$ cat src/rtl/instr_prefetch_buffer.sv
// Instruction prefetch buffer: issues word-aligned fetches and queues returned words with their PC for IF.
// Optional macro PREFETCH_BYPASS_EN: a response arriving at an empty FIFO is presented to IF combinationally.
module instr_prefetch_buffer #(
    parameter int WORD_WIDTH = 32,
    parameter int DEPTH      = 4
) (
    input  logic                  clk,
    input  logic                  rst,
    input  logic                  fetch_en_i,
    input  logic [WORD_WIDTH-1:0] pc_start_addr_i,
    input  logic                  branch_i,
    input  logic [WORD_WIDTH-1:0] branch_addr_i,
    output logic                  instr_req_o,
    output logic [WORD_WIDTH-1:0] instr_addr_o,
    input  logic                  instr_gnt_i,
    input  logic                  instr_rvalid_i,
    input  logic [WORD_WIDTH-1:0] instr_rdata_i,
    output logic                  instr_valid_o,
    input  logic                  instr_ready_i,
    output logic [WORD_WIDTH-1:0] instr_rdata_o,
    output logic [WORD_WIDTH-1:0] pc_o,
    output logic                  busy_o
);
    localparam int AW = $clog2(DEPTH);
    localparam int CW = AW + 1;
    localparam logic [CW:0] DEPTH_C = (CW+1)'(DEPTH);

    typedef enum logic {IDLE, RUN} state_t;

    state_t                state_q, state_d;
    logic                  req_q, req_d;
    logic [WORD_WIDTH-1:0] req_addr_q, req_addr_d;
    logic                  stale_q, stale_d;
    logic [WORD_WIDTH-1:0] next_addr_q, next_addr_d;
    logic [WORD_WIDTH-1:0] resp_pc_q, resp_pc_d;
    logic [CW-1:0]         out_q, out_d;
    logic [CW-1:0]         discard_q, discard_d;
    logic [CW-1:0]         cnt_q, cnt_d;
    logic [AW-1:0]         rd_ptr_q, rd_ptr_d;
    logic [AW-1:0]         wr_ptr_q, wr_ptr_d;
    logic [WORD_WIDTH-1:0] fifo_data_q [DEPTH];
    logic [WORD_WIDTH-1:0] fifo_data_d [DEPTH];
    logic [WORD_WIDTH-1:0] fifo_pc_q   [DEPTH];
    logic [WORD_WIDTH-1:0] fifo_pc_d   [DEPTH];

    logic        gnt_fire, drop, push_cand, push, pop, bypass, empty;
    logic [CW:0] inflight;

    // Both handshakes transfer on a cycle where the initiator's valid (req / instr_valid_o) and the
    // responder's accept (gnt / instr_ready_i) are high together; once raised, req holds with a stable address.
    always_comb begin
        gnt_fire  = req_q && instr_gnt_i;
        drop      = instr_rvalid_i && (discard_q != '0);
        push_cand = instr_rvalid_i && (discard_q == '0) && !branch_i;
        empty     = (cnt_q == '0);
`ifdef PREFETCH_BYPASS_EN
        bypass    = empty && push_cand;
`else
        bypass    = 1'b0;
`endif
        instr_valid_o = (!empty || bypass) && !branch_i;
        instr_rdata_o = bypass ? instr_rdata_i : fifo_data_q[rd_ptr_q];
        pc_o          = bypass ? resp_pc_q : fifo_pc_q[rd_ptr_q];
        pop           = instr_valid_o && instr_ready_i && !bypass;
        push          = push_cand && !(bypass && instr_ready_i);

        instr_req_o  = req_q;
        instr_addr_o = req_addr_q;
        busy_o       = (out_q != '0) || (discard_q != '0) || req_q;

        state_d     = state_q;
        next_addr_d = next_addr_q;
        resp_pc_d   = resp_pc_q;
        stale_d     = stale_q && !gnt_fire;
        fifo_data_d = fifo_data_q;
        fifo_pc_d   = fifo_pc_q;
        rd_ptr_d    = rd_ptr_q;
        wr_ptr_d    = wr_ptr_q;

        out_d = out_q + CW'(gnt_fire) - CW'(instr_rvalid_i);
        cnt_d = cnt_q + CW'(push) - CW'(pop);

        // A stale request that finally gets granted becomes one more response to throw away.
        discard_d = discard_q;
        if (drop)
            discard_d = discard_d - CW'(1);
        if (gnt_fire && stale_q)
            discard_d = discard_d + CW'(1);

        if (gnt_fire && !stale_q)
            next_addr_d = next_addr_q + WORD_WIDTH'(4);

        if (push) begin
            fifo_data_d[wr_ptr_q] = instr_rdata_i;
            fifo_pc_d[wr_ptr_q]   = resp_pc_q;
            wr_ptr_d              = wr_ptr_q + AW'(1);
        end
        if (push_cand)
            resp_pc_d = resp_pc_q + WORD_WIDTH'(4);
        if (pop)
            rd_ptr_d = rd_ptr_q + AW'(1);

        case (state_q)
            IDLE: begin
                if (fetch_en_i) begin
                    state_d     = RUN;
                    next_addr_d = {pc_start_addr_i[WORD_WIDTH-1:2], 2'b00};
                    resp_pc_d   = {pc_start_addr_i[WORD_WIDTH-1:2], 2'b00};
                end
            end
            RUN: begin
                if (!fetch_en_i && !(req_q && !instr_gnt_i))
                    state_d = IDLE;
            end
            default: state_d = IDLE;
        endcase

        if (branch_i) begin
            next_addr_d = {branch_addr_i[WORD_WIDTH-1:2], 2'b00};
            resp_pc_d   = {branch_addr_i[WORD_WIDTH-1:2], 2'b00};
            discard_d   = out_d;
            stale_d     = req_q && !instr_gnt_i;
            cnt_d       = '0;
            rd_ptr_d    = '0;
            wr_ptr_d    = '0;
        end

        // Every buffered or in-flight word reserves a FIFO slot, so a response can never overflow it.
        inflight   = {1'b0, cnt_d} + {1'b0, out_d};
        req_d      = 1'b0;
        req_addr_d = req_addr_q;
        if (req_q && !instr_gnt_i) begin
            req_d = 1'b1;
        end else if (state_d == RUN && fetch_en_i && inflight < DEPTH_C) begin
            req_d      = 1'b1;
            req_addr_d = next_addr_d;
        end
    end

    always_ff @(posedge clk) begin
        if (rst) begin
            state_q     <= IDLE;
            req_q       <= 1'b0;
            req_addr_q  <= '0;
            stale_q     <= 1'b0;
            next_addr_q <= '0;
            resp_pc_q   <= '0;
            out_q       <= '0;
            discard_q   <= '0;
            cnt_q       <= '0;
            rd_ptr_q    <= '0;
            wr_ptr_q    <= '0;
            for (int i = 0; i < DEPTH; i++) begin
                fifo_data_q[i] <= '0;
                fifo_pc_q[i]   <= '0;
            end
        end else begin
            state_q     <= state_d;
            req_q       <= req_d;
            req_addr_q  <= req_addr_d;
            stale_q     <= stale_d;
            next_addr_q <= next_addr_d;
            resp_pc_q   <= resp_pc_d;
            out_q       <= out_d;
            discard_q   <= discard_d;
            cnt_q       <= cnt_d;
            rd_ptr_q    <= rd_ptr_d;
            wr_ptr_q    <= wr_ptr_d;
            fifo_data_q <= fifo_data_d;
            fifo_pc_q   <= fifo_pc_d;
        end
    end
endmodule

$ cat config.mk
export PLATFORM = sky130hd
export DESIGN_NAME = instr_prefetch_buffer
export DESIGN_NICKNAME = d
export VERILOG_FILES = /design/src/rtl/instr_prefetch_buffer.sv
export SDC_FILE = /design/constraint.sdc
export NUM_CORES = 1
export LEC_CHECK = 0
export ABC_AREA = 1
export BUFFER_PORTS_ARGS = -buffer_cell sky130_fd_sc_hd__buf_2
export CAP_MARGIN = 20
export CORE_MARGIN = 3
export CORE_UTILIZATION = 45
export DETAILED_ROUTE_END_ITERATION = 10
export HOLD_SLACK_MARGIN = 0.06
export PLACE_DENSITY = 0.62
export SYNTH_ARGS = -nofsm -noshare
export SYNTH_HDL_FRONTEND = slang
export SYNTH_SLANG_ARGS = --single-unit
$ cat constraint.sdc
create_clock -name clk -period 10.3 [get_ports clk]
set_clock_uncertainty 0.2 [all_clocks]
set_input_delay 0.515 -clock clk [delete_from_list [all_inputs] [get_ports clk]]
set_output_delay 0.515 -clock clk [all_outputs]
set_load 0.02 [all_outputs]
==> results.txt <==
crit-path max FO -> 67
post-layout min period -> 5.74 ns
busiest layer in global routing -> met2
area of the multi-input gates -> 8660 sq um
diodes inserted -> 0
std cell rows -> 70
share of layout cells above drive strength 1 -> 0.130
Top Ports -> 202
Synth cell types -> 49
CTS tree -> yes
initial core utilization -> 0.460
via count -> 17000
Syn Std Cell Area -> 17000 sq um
Hold WS -> 0.0776 ns
GR met1 Demand/Resource -> 0.370
FILL cells -> 3776
crit-path cells -> inv_1 -> ha_1 -> inv_1 -> nor2_2 -> nand2_2 -> nor2_4 -> buf_4 -> inv_2 -> ha_1 -> inv_1 -> ha_1 -> inv_1 -> fa_1 -> and3_1 -> nor3_1 -> ha_1 -> nor4_2 -> nand3_1 -> nor2_1 -> inv_1 -> o21ai_0
largest net degree at the start of global routing -> 111
hold wc startpoint -> branch_addr_i[26]
DRC -> 0
first-pass GRT wire length -> 88200 microns
Final Wtd Congestion -> 0.902
#FFs+latches synth -> 358
crit-path max cell delay -> 0.82 ns
post-DR wirelength/cell -> 18.4 microns
nets -> 2626
total gr overflow -> 0
chip height -> 200 microns
H-tree depth -> 2
power per cell area -> 188 nW/um^2
Yosys top cell area share -> 0.421
Reg area -> 7170 sq um
initial antenna violation count -> 0
Root Buffer -> clkbuf_16
final WL -> 55800 microns
Fin. Hold Viols -> 0
Max Clk Rate -> 174 MHz
leading area contributor after synthesis -> dfxtp_1
hpwl dp -> 33400 microns
Synth-to-Final Area Change -> 13.4%
Worst slew margin -> 0.240
critical path startpoint category -> register
CTS hold repair buffers -> 3
Post-CTS Setup Inserts -> 0
total leakage power -> 7.58 nW
r2r startpoint -> discard_q[0]
RSZ-0062 raised after global routing -> no
clock slew at reported path FFs -> 0.06 ns
Worst EP required -> 10.56 ns
top post-synthesis cells by area -> dfxtp_1 (42%), nand2_1 (13%), nand3_1 (9.4%)
placed cell area -> 17900 sq um
cts repair resizes -> 0
slew at the pin closest to its max-slew limit -> 1.14 ns
design area -> 19300 sq um
vias in the first global route -> 15900
TritonCTS Buffers -> 41
CTS Sinks -> 358
post-route ant nets -> 0
r2r setup slk -> 4.56 ns
reg2reg path depth -> 21
outcome -> complete, no violations
GR Util All Layers -> 0.264
CP endpoint -> instr_addr_o[2]
Data arrival, critical path -> 6.00 ns
WP buf/inv -> 7
Async S/R FF share, synth -> 0
stages on the worst setup path -> 21
critical path's top delay family -> simple AND/OR/NAND/NOR gates
area of the core -> 37000 sq um
R2R Path End -> instr_addr_o[2]
die area -> 40200 sq um
final setup fails -> 0
met2 Usage GRT -> 0.436
Clock Tree Buf Depth -> 3
post-DR vias/cell -> 5.59
Total Neg Setup Slack -> 0 ns
first-iteration detailed-routing DRC count -> 1636
Mapped Cells -> 2443
top cells by count, synth -> nand2_1 (591), dfxtp_1 (358), nand3_1 (319)
CP max-delay cell -> nor2_1
met3 Track Usage GR -> 0.0351
most frequent CP cell -> inv_1
period utilization -> 0.557
Die Wd -> 200 microns
count leader, synth -> nand2_1
sequential area share after synthesis -> 0.421
Crit. End Element -> register
synth warn -> 0
Worst VDD drop -> 0.115 mV
drt first pass iters -> 6
MaxCap Viol Count -> 0
number of flops mapped to enable cells by yosys -> 0
Syn Area/Cell -> 6.96 sq um
port buffer count -> 195
clock latency on the worst-skew pair -> 0.54 ns
pins over their slew limit -> 0
Worst Hold Class -> input port to register
top_reg_cell synth -> dfxtp_1
crit path launch -> discard_q[0]
CP Class -> register to register
==> worst min-delay path by stage <==
stage | end | slack, ns | cells after the start
final | next_addr_q[26] | 0.08 | 3
after global routing | fifo_data_q[14] | 0.07 | 3
after CTS | fifo_data_q[106] | 0.06 | 3
after detailed placement | next_addr_q[1] | 0.23 | 2
after global placement | next_addr_q[1] | 0.23 | 2
after floorplan | next_addr_q[0] | 0.22 | 2
==> cell families (layout without fill, tap and decap cells) <==
group           after synthesis  in the layout  synth area share
fa+ha+maj                    17             17            0.0134
compound gates              573            573             0.177
xor+xnor                     21             21            0.0108
flops                       358            358             0.421
buf+inv                     287            375            0.0723
mux                           1              1          0.000589
other cells                   1              2          0.000221
simple gates               1185           1185             0.304
==> cell type report <==
| cell class | instances | area share |
|---|---|---|
| Clock buffer | 64 | 0.0645 |
| Clock inverter | 5 | 0.00201 |
| Inverter | 88 | 0.0172 |
| Multi-Input combinational cell | 1799 | 0.449 |
| Sequential cell | 358 | 0.372 |
| Tap cell | 504 | 0.0327 |
| Timing Repair Buffer | 218 | 0.0625 |
==> worst reg2reg max path, delay by kind of cell (launching register included) <==
family	cells	cell delay (ns)
fa+ha+maj	5	1.28
buf+inv	7	1.62
compound gates	1	0.27
simple gates	8	2.00
flops	1	0.29
==> metrics by stage <==
| step | utilization | instances | power (mW) | worst slack [ns] |
|---|---|---|---|---|
| floorplan | - | 2444 | 2.02 | 6.45 |
| global placement | 0.485 | 2962 | 2.22 | 4.48 |
| detailed placement | 0.485 | 2962 | 2.23 | 4.40 |
| CTS | 0.520 | 3034 | 3.64 | 4.51 |
| global route | 0.522 | 3036 | 3.77 | 3.98 |
| finish | 0.522 | 3036 | 3.61 | 4.56 |
==> sequential cells by signal, summed over array words and instances, names as in the netlist <==
signal        count
cnt_q             3
discard_q         3
fifo_data_q     128
fifo_pc_q       120
instr_addr_o     32
instr_req_o       1
next_addr_q      32
out_q             3
rd_ptr_q          2
resp_pc_q        30
stale_q           1
state_q           1
wr_ptr_q          2
==> cell usage in the layout, fill, tap and decap left out, types with 3 or more instances in the layout <==
master         instances
nand2_1              589
dfxtp_1              356
nand3_1              319
a21oi_1              280
nor2_1               203
buf_2                194
o21ai_0              178
inv_1                 81
o22ai_1               67
clkbuf_16             42
o21ai_1               24
buf_4                 18
nand4_1               15
xor2_1                13
nor3_1                12
clkbuf_8              12
ha_1                  11
clkbuf_1              11
nor2_4                10
xnor2_1                8
nor2_2                 7
a21boi_0               7
nand2_4                6
a31oi_1                6
nand3_2                5
nand2_2                4
inv_2                  4
clkinv_2               4
ha_2                   4
nor2_8                 3
o21bai_1               3
dlygate4sd3_1          3
==> metal layers <==
layer / share of wire / routed length (microns)
met1: 0.45 / 24900
met2: 0.47 / 26200
met3: 0.067 / 3740
met4: 0.018 / 989
met5: 0 / 0
==> report_power, final <==
group	switching, mW	internal (mW)
Clock	0.576	0.825
Sequential	0.0753	1.47
Combinational	0.473	0.191
Total	1.12	2.49
(Power assumes the default switching activity.)
